### src/rtl/rsa_encrypt_sequencer.sv
// Feeds plaintext words one at a time through the 32-bit RSA encryptor core:
// clear, settle, compute, wait for done (or time out), then emit the ciphertext.
//
// state     | meaning
// ----------+--------------------------------------------------------------
// IDLE      | ready for a word; key_load honoured here only
// CLEAR     | enc_clr_n held low for one cycle
// SETTLE    | clear released, wait SETTLE_CYCLES before requesting compute
// START     | enc_compute first high; timeout timer armed
// WAIT_DONE | compute held; sample enc_done or expire timeout
// OUTPUT    | ciphertext presented until ct_ready
module rsa_encrypt_sequencer #(
  parameter int SETTLE_CYCLES  = 2,
  parameter int TIMEOUT_CYCLES = 1048576,
  parameter int CNT_W          = 16
) (
  input  logic             clk,
  input  logic             reset_n,
  input  logic             key_load,
  input  logic [31:0]      key_e,
  input  logic [31:0]      key_n,
  input  logic             msg_valid,
  input  logic [31:0]      msg_data,
  input  logic             msg_last,
  output logic             msg_ready,
  output logic             enc_clr_n,
  output logic             enc_compute,
  output logic [31:0]      enc_M,
  output logic [31:0]      enc_e,
  output logic [31:0]      enc_n,
  input  logic [31:0]      enc_C,
  input  logic             enc_done,
  output logic             ct_valid,
  output logic [31:0]      ct_data,
  output logic             ct_last,
  output logic             ct_err,
  input  logic             ct_ready,
  output logic             busy,
  output logic             timeout_err,
  output logic [CNT_W-1:0] word_count
);

  localparam int TMAX = (TIMEOUT_CYCLES > SETTLE_CYCLES) ? TIMEOUT_CYCLES : SETTLE_CYCLES;
  localparam int TW   = $clog2(TMAX + 1);

  typedef enum logic [2:0] {
    IDLE, CLEAR, SETTLE, START, WAIT_DONE, OUTPUT
  } state_t;

  state_t            state, state_nxt;
  logic              last_q, last_nxt;
  logic [TW-1:0]     timer, timer_nxt;
  logic [31:0]       m_nxt, e_nxt, n_nxt, ctd_nxt;
  logic              clr_nxt, comp_nxt, ctv_nxt, ctl_nxt, cte_nxt, terr_nxt;
  logic [CNT_W-1:0]  wc_nxt;

  assign msg_ready = (state == IDLE);
  assign busy      = (state != IDLE);

  always_comb begin
    state_nxt = state;
    last_nxt  = last_q;
    timer_nxt = timer;
    m_nxt     = enc_M;
    e_nxt     = enc_e;
    n_nxt     = enc_n;
    clr_nxt   = 1'b1;
    comp_nxt  = enc_compute;
    ctv_nxt   = ct_valid;
    ctd_nxt   = ct_data;
    ctl_nxt   = ct_last;
    cte_nxt   = ct_err;
    terr_nxt  = timeout_err;
    wc_nxt    = word_count;
    case (state)
      IDLE: begin
        // Key and word latch on the same edge, so an accepted word sees the new key.
        if (key_load) begin
          e_nxt = key_e;
          n_nxt = key_n;
        end
        if (msg_valid) begin
          m_nxt     = msg_data;
          last_nxt  = msg_last;
          clr_nxt   = 1'b0;
          state_nxt = CLEAR;
        end
      end
      CLEAR: begin
        timer_nxt = TW'(SETTLE_CYCLES - 1);
        state_nxt = SETTLE;
      end
      SETTLE: begin
        if (timer == '0) begin
          comp_nxt  = 1'b1;
          state_nxt = START;
        end else begin
          timer_nxt = timer - 1'b1;
        end
      end
      START: begin
        timer_nxt = TW'(TIMEOUT_CYCLES - 1);
        state_nxt = WAIT_DONE;
      end
      WAIT_DONE: begin
        // enc_done takes priority over an expiring timer.
        if (enc_done) begin
          ctd_nxt   = enc_C;
          cte_nxt   = 1'b0;
          ctv_nxt   = 1'b1;
          ctl_nxt   = last_q;
          comp_nxt  = 1'b0;
          state_nxt = OUTPUT;
        end else if (timer == '0) begin
          ctd_nxt   = '0;
          cte_nxt   = 1'b1;
          terr_nxt  = 1'b1;
          ctv_nxt   = 1'b1;
          ctl_nxt   = last_q;
          comp_nxt  = 1'b0;
          state_nxt = OUTPUT;
        end else begin
          timer_nxt = timer - 1'b1;
        end
      end
      OUTPUT: begin
        if (ct_ready) begin
          ctv_nxt   = 1'b0;
          ctl_nxt   = 1'b0;
          cte_nxt   = 1'b0;
          wc_nxt    = last_q ? '0 : word_count + CNT_W'(1);
          state_nxt = IDLE;
        end
      end
      default: state_nxt = IDLE;
    endcase
  end

  always_ff @(posedge clk or negedge reset_n) begin
    if (!reset_n) begin
      state       <= IDLE;
      last_q      <= 1'b0;
      timer       <= '0;
      enc_M       <= '0;
      enc_e       <= '0;
      enc_n       <= '0;
      enc_clr_n   <= 1'b1;
      enc_compute <= 1'b0;
      ct_valid    <= 1'b0;
      ct_data     <= '0;
      ct_last     <= 1'b0;
      ct_err      <= 1'b0;
      timeout_err <= 1'b0;
      word_count  <= '0;
    end else begin
      state       <= state_nxt;
      last_q      <= last_nxt;
      timer       <= timer_nxt;
      enc_M       <= m_nxt;
      enc_e       <= e_nxt;
      enc_n       <= n_nxt;
      enc_clr_n   <= clr_nxt;
      enc_compute <= comp_nxt;
      ct_valid    <= ctv_nxt;
      ct_data     <= ctd_nxt;
      ct_last     <= ctl_nxt;
      ct_err      <= cte_nxt;
      timeout_err <= terr_nxt;
      word_count  <= wc_nxt;
    end
  end

endmodule

### config.mk
export PLATFORM = sky130hd
export DESIGN_NAME = rsa_encrypt_sequencer
export DESIGN_NICKNAME = d
export VERILOG_FILES = /design/src/rtl/rsa_encrypt_sequencer.sv
export SDC_FILE = /design/constraint.sdc
export NUM_CORES = 1
export LEC_CHECK = 0
export CAP_MARGIN = 30
export CORE_MARGIN = 4
export CORE_UTILIZATION = 58
export CTS_BUF_LIST = sky130_fd_sc_hd__clkbuf_8
export DETAILED_ROUTE_END_ITERATION = 8
export DONT_BUFFER_PORTS = 1
export GPL_TIMING_DRIVEN = 0
export PLACE_DENSITY_LB_ADDON = 0.25
export SKIP_LAST_GASP = 1
export SLEW_MARGIN = 10
export SYNTH_ARGS = -nofsm -noshare
export SYNTH_HDL_FRONTEND = slang
export SYNTH_SLANG_ARGS = --single-unit
### constraint.sdc
create_clock -name clk -period 2.08 [get_ports clk]
set_input_delay 0.624 -clock clk [delete_from_list [all_inputs] [get_ports clk]]
set_output_delay 0.624 -clock clk [all_outputs]
set_load 0.005 [all_outputs]
==> impl_metrics.tcl <==
set metrics [dict create \
    status "complete, but fails checks" \
    violations "negative hold slack, negative setup slack" \
    syn_to_final_growth_pct 16.4 \
    layout.nets 762 \
    drt-initial-drc-count 465 \
    fin_cells 808 \
    worstPathArrival_ns 2.78 \
    root_buffer "clkbuf_8" \
    drc 0 \
    ys_ff_latch 175 \
    async_flop_share_pct 100 \
    endpoint_kind "flop" \
    syn_nets 717 \
    clock_latency_ns 0.46 \
    grt_pass1_vias 5163 \
    n_fill_cell 889 \
    die_height_microns 121 \
    max_freq_mhz 421 \
    ir_drop_mv 0.742 \
    synth_top_area_cell "dfrtp_1" \
    first_pass_iters 5 \
    p_switching_uw 4990 \
    pwr-share-clk_pct 17.4 \
    critPathKind "reg -> reg" \
    ys_types 52 \
    design_area_sq_um 8630 \
    comb_power_share_pct 35.3 \
    post_drt_wl_per_cell_microns 23.8 \
    coreArea_sq_um 12600 \
    relSlewSlack_pct 55.2 \
    cap_violations 0 \
    cts_made_buffers 17 \
    yosysWarnings 0 \
    clk_path_buf_depth 2 \
    internal_power_uw 8880 \
    finalCritPeriodShare_pct 114 \
    boundaryPins 287 \
    layout_setup_ws_ns -0.297 \
    grt_pass1_wl_mm 28.4 \
    dp_cells 753 \
    track_usage_pct 25.3 \
    switching_share_pct 36.0 \
    setup_violations 52 \
    pwr-share-seq_pct 47.2 \
    finClkSkew_ns 0.0103 \
    routed_wl_mm 19.2 \
    critPathLaunchType "flop" \
    syn-cell-area_sq_um 7410 \
    tritoncts "yes" \
    synth_top_area_share_pct 58.8 \
    clock-sinks 175 \
    hold_violations 174 \
    synthCells 580 \
    slew_viol_final 0 \
    synth-edff-count 0 \
    dpl_cell_area_sq_um 7640 \
    ant_nets 0 \
    hold_ws_ns -0.147 \
    power-per-cell-area_nw_per_um2 1610 \
    port_buffers 0 \
    required_ns 2.48 \
    synthTopCellsByCount "174 x dfrtp_1, 96 x mux2_2, 35 x a21oi_1" \
    start_util_pct 59.0 \
    place_ws_ns -0.695 \
    p_leak_uw 0.00377 \
    cp_max_fo 5 \
    die_w_microns 121 \
    diodes 0 \
    clkTransAtPathRegs_ns 0.09 \
    yosysSeqAreaShare_pct 59.1 \
    postSynthAreaPerCell_sq_um 12.8 \
    hold_class "in -> async" \
    synth.most_common_cell "dfrtp_1" \
    register_area_sq_um 4390 \
    grt_overflow 0 \
    hpwl_mm 13.2 \
    netlist_top_cells_area "dfrtp_1 59%, mux2_2 15%, a22o_1 3.8%" \
    worst_pin_slew_ns 0.666 \
    vias_per_cell 6.31 \
    gp_congestion 0.845 \
    fin_crit_ns 2.38 \
    grt_max_degree 176 \
    vias 5102 \
    row_count 41 \
    rsz0062_at_grt "true" \
    die_area_sq_um 14600 \
    synth_flop_cell "dfrtp_1" \
    htreeDepth 4 \
    drive_gt1_share_pct 38.1 \
    antenna_found_initial 0 \
    multi_input_area_sq_um 2960 \
]
logic make-up after synthesis:
kind of cell / count (synthesis) / share of synthesized area, %
AOI/OAI and AO/OA: 123 / 12.6
and+or+nand+nor: 111 / 8.02
DFF: 175 / 59.1
muxes: 98 / 14.9
adders and majority gates: 2 / 0.338
buffers and inverters: 62 / 4.04
xor gates and xnor gates: 9 / 1.06
through the flow:
stage                     power (uW)  utilization, %  TNS, ns
after floorplan                 9320               -   -0.340
after global routing           14600            68.7   -13.62
after global placement         10300            60.8   -80.58
final                          13900            68.7    -9.93
after CTS                      13500            66.9    -3.00
after detailed placement       10500            60.8   -62.23
worst max-delay path, cell delays in order (launching register included):
cell and delay [ns]:
dfrtp_1 0.41, or3_4 0.41, or4_4 0.57, o211ai_4 0.27, buf_6 0.13, o211a_4 0.23, buf_8 0.15, o211a_1 0.14
layout by cell type (no fill, tap or decap), types with 4 or more instances in the layout:
cell	instances
a21o_1	6
a21oi_1	22
a21oi_2	12
a221oi_2	11
a22o_1	32
a22oi_2	6
a31oi_1	4
buf_4	28
buf_6	7
buf_8	6
clkbuf_1	5
clkbuf_2	4
clkbuf_8	19
dfrtp_1	170
dfrtp_2	4
inv_1	27
mux2_2	96
nand2_1	17
nand2b_1	5
nand3_1	8
nand4_1	4
nor2_1	28
nor3_1	10
nor4_1	6
o21ai_0	10
or3_1	4
xor2_1	7
power groups by stage:
stage	Clock (uW)	Sequential, uW	Combinational, uW
final	2410	6550	4900
after global routing	2580	6750	5300
after CTS	2440	6550	4490
after detailed placement	0	6550	3980
after global placement	0	6490	3770
after floorplan	0	6000	3330
metal layers:
metal / up-vias / global-route usage (%) / wire length (microns)
li1: 2191 / - / -
met1: 2545 / 28.8 / 6830
met2: 303 / 43.7 / 9870
met3: 63 / 8.86 / 1730
met4: 0 / 9.84 / 767
met5: - / 0 / 0
timing repair:
action / CTS / global route
gates resized for setup: 49 / 37
endpoints found under the setup margin: 153 / 63
buffers inserted: 15 / 11
gates cloned: 2 / 2
pin swaps: 9 / 16
endpoints found under the hold margin: 174 / 174
flip-flops by register name (all words and copies together), names as in the netlist:
name / count
last_q: 1
timer: 21
state: 3
enc_compute: 1
enc_clr_n: 1
enc_e: 32
ct_last: 1
enc_n: 32
word_count: 16
ct_valid: 1
ct_data: 32
enc_M: 32
ct_err: 1
timeout_err: 1
final timing paths:
path	from	to	slack (ns)	depth (start not counted)
max in group asynchronous	reset_n	state[1]$_DFFE_PN0P_	1.97	0
worst min-delay path	reset_n	enc_n[2]$_DFFE_PN0P_	-0.15	0
min in group clk	msg_last	last_q$_DFFE_PN0P_	0.29	2
worst min register to register	ct_data[10]$_DFFE_PN0P_	ct_data[10]$_DFFE_PN0P_	0.53	1
worst max register to register	timer[20]$_DFFE_PN0P_	timer[20]$_DFFE_PN0P_	-0.30	7
worst max-delay path	timer[20]$_DFFE_PN0P_	timer[20]$_DFFE_PN0P_	-0.30	7
layout make-up:
cell class | count | share of cell area [%]
plain buffers | 31 | 2.84
clock buffers | 19 | 3.03
clock inverters | 11 | 1.64
inverters | 27 | 1.17
multi-input cells | 343 | 34.3
flip-flops and latches | 175 | 50.8
well taps | 172 | 2.49
repair buffers | 30 | 3.67
Power figures use the tool's default switching activity.
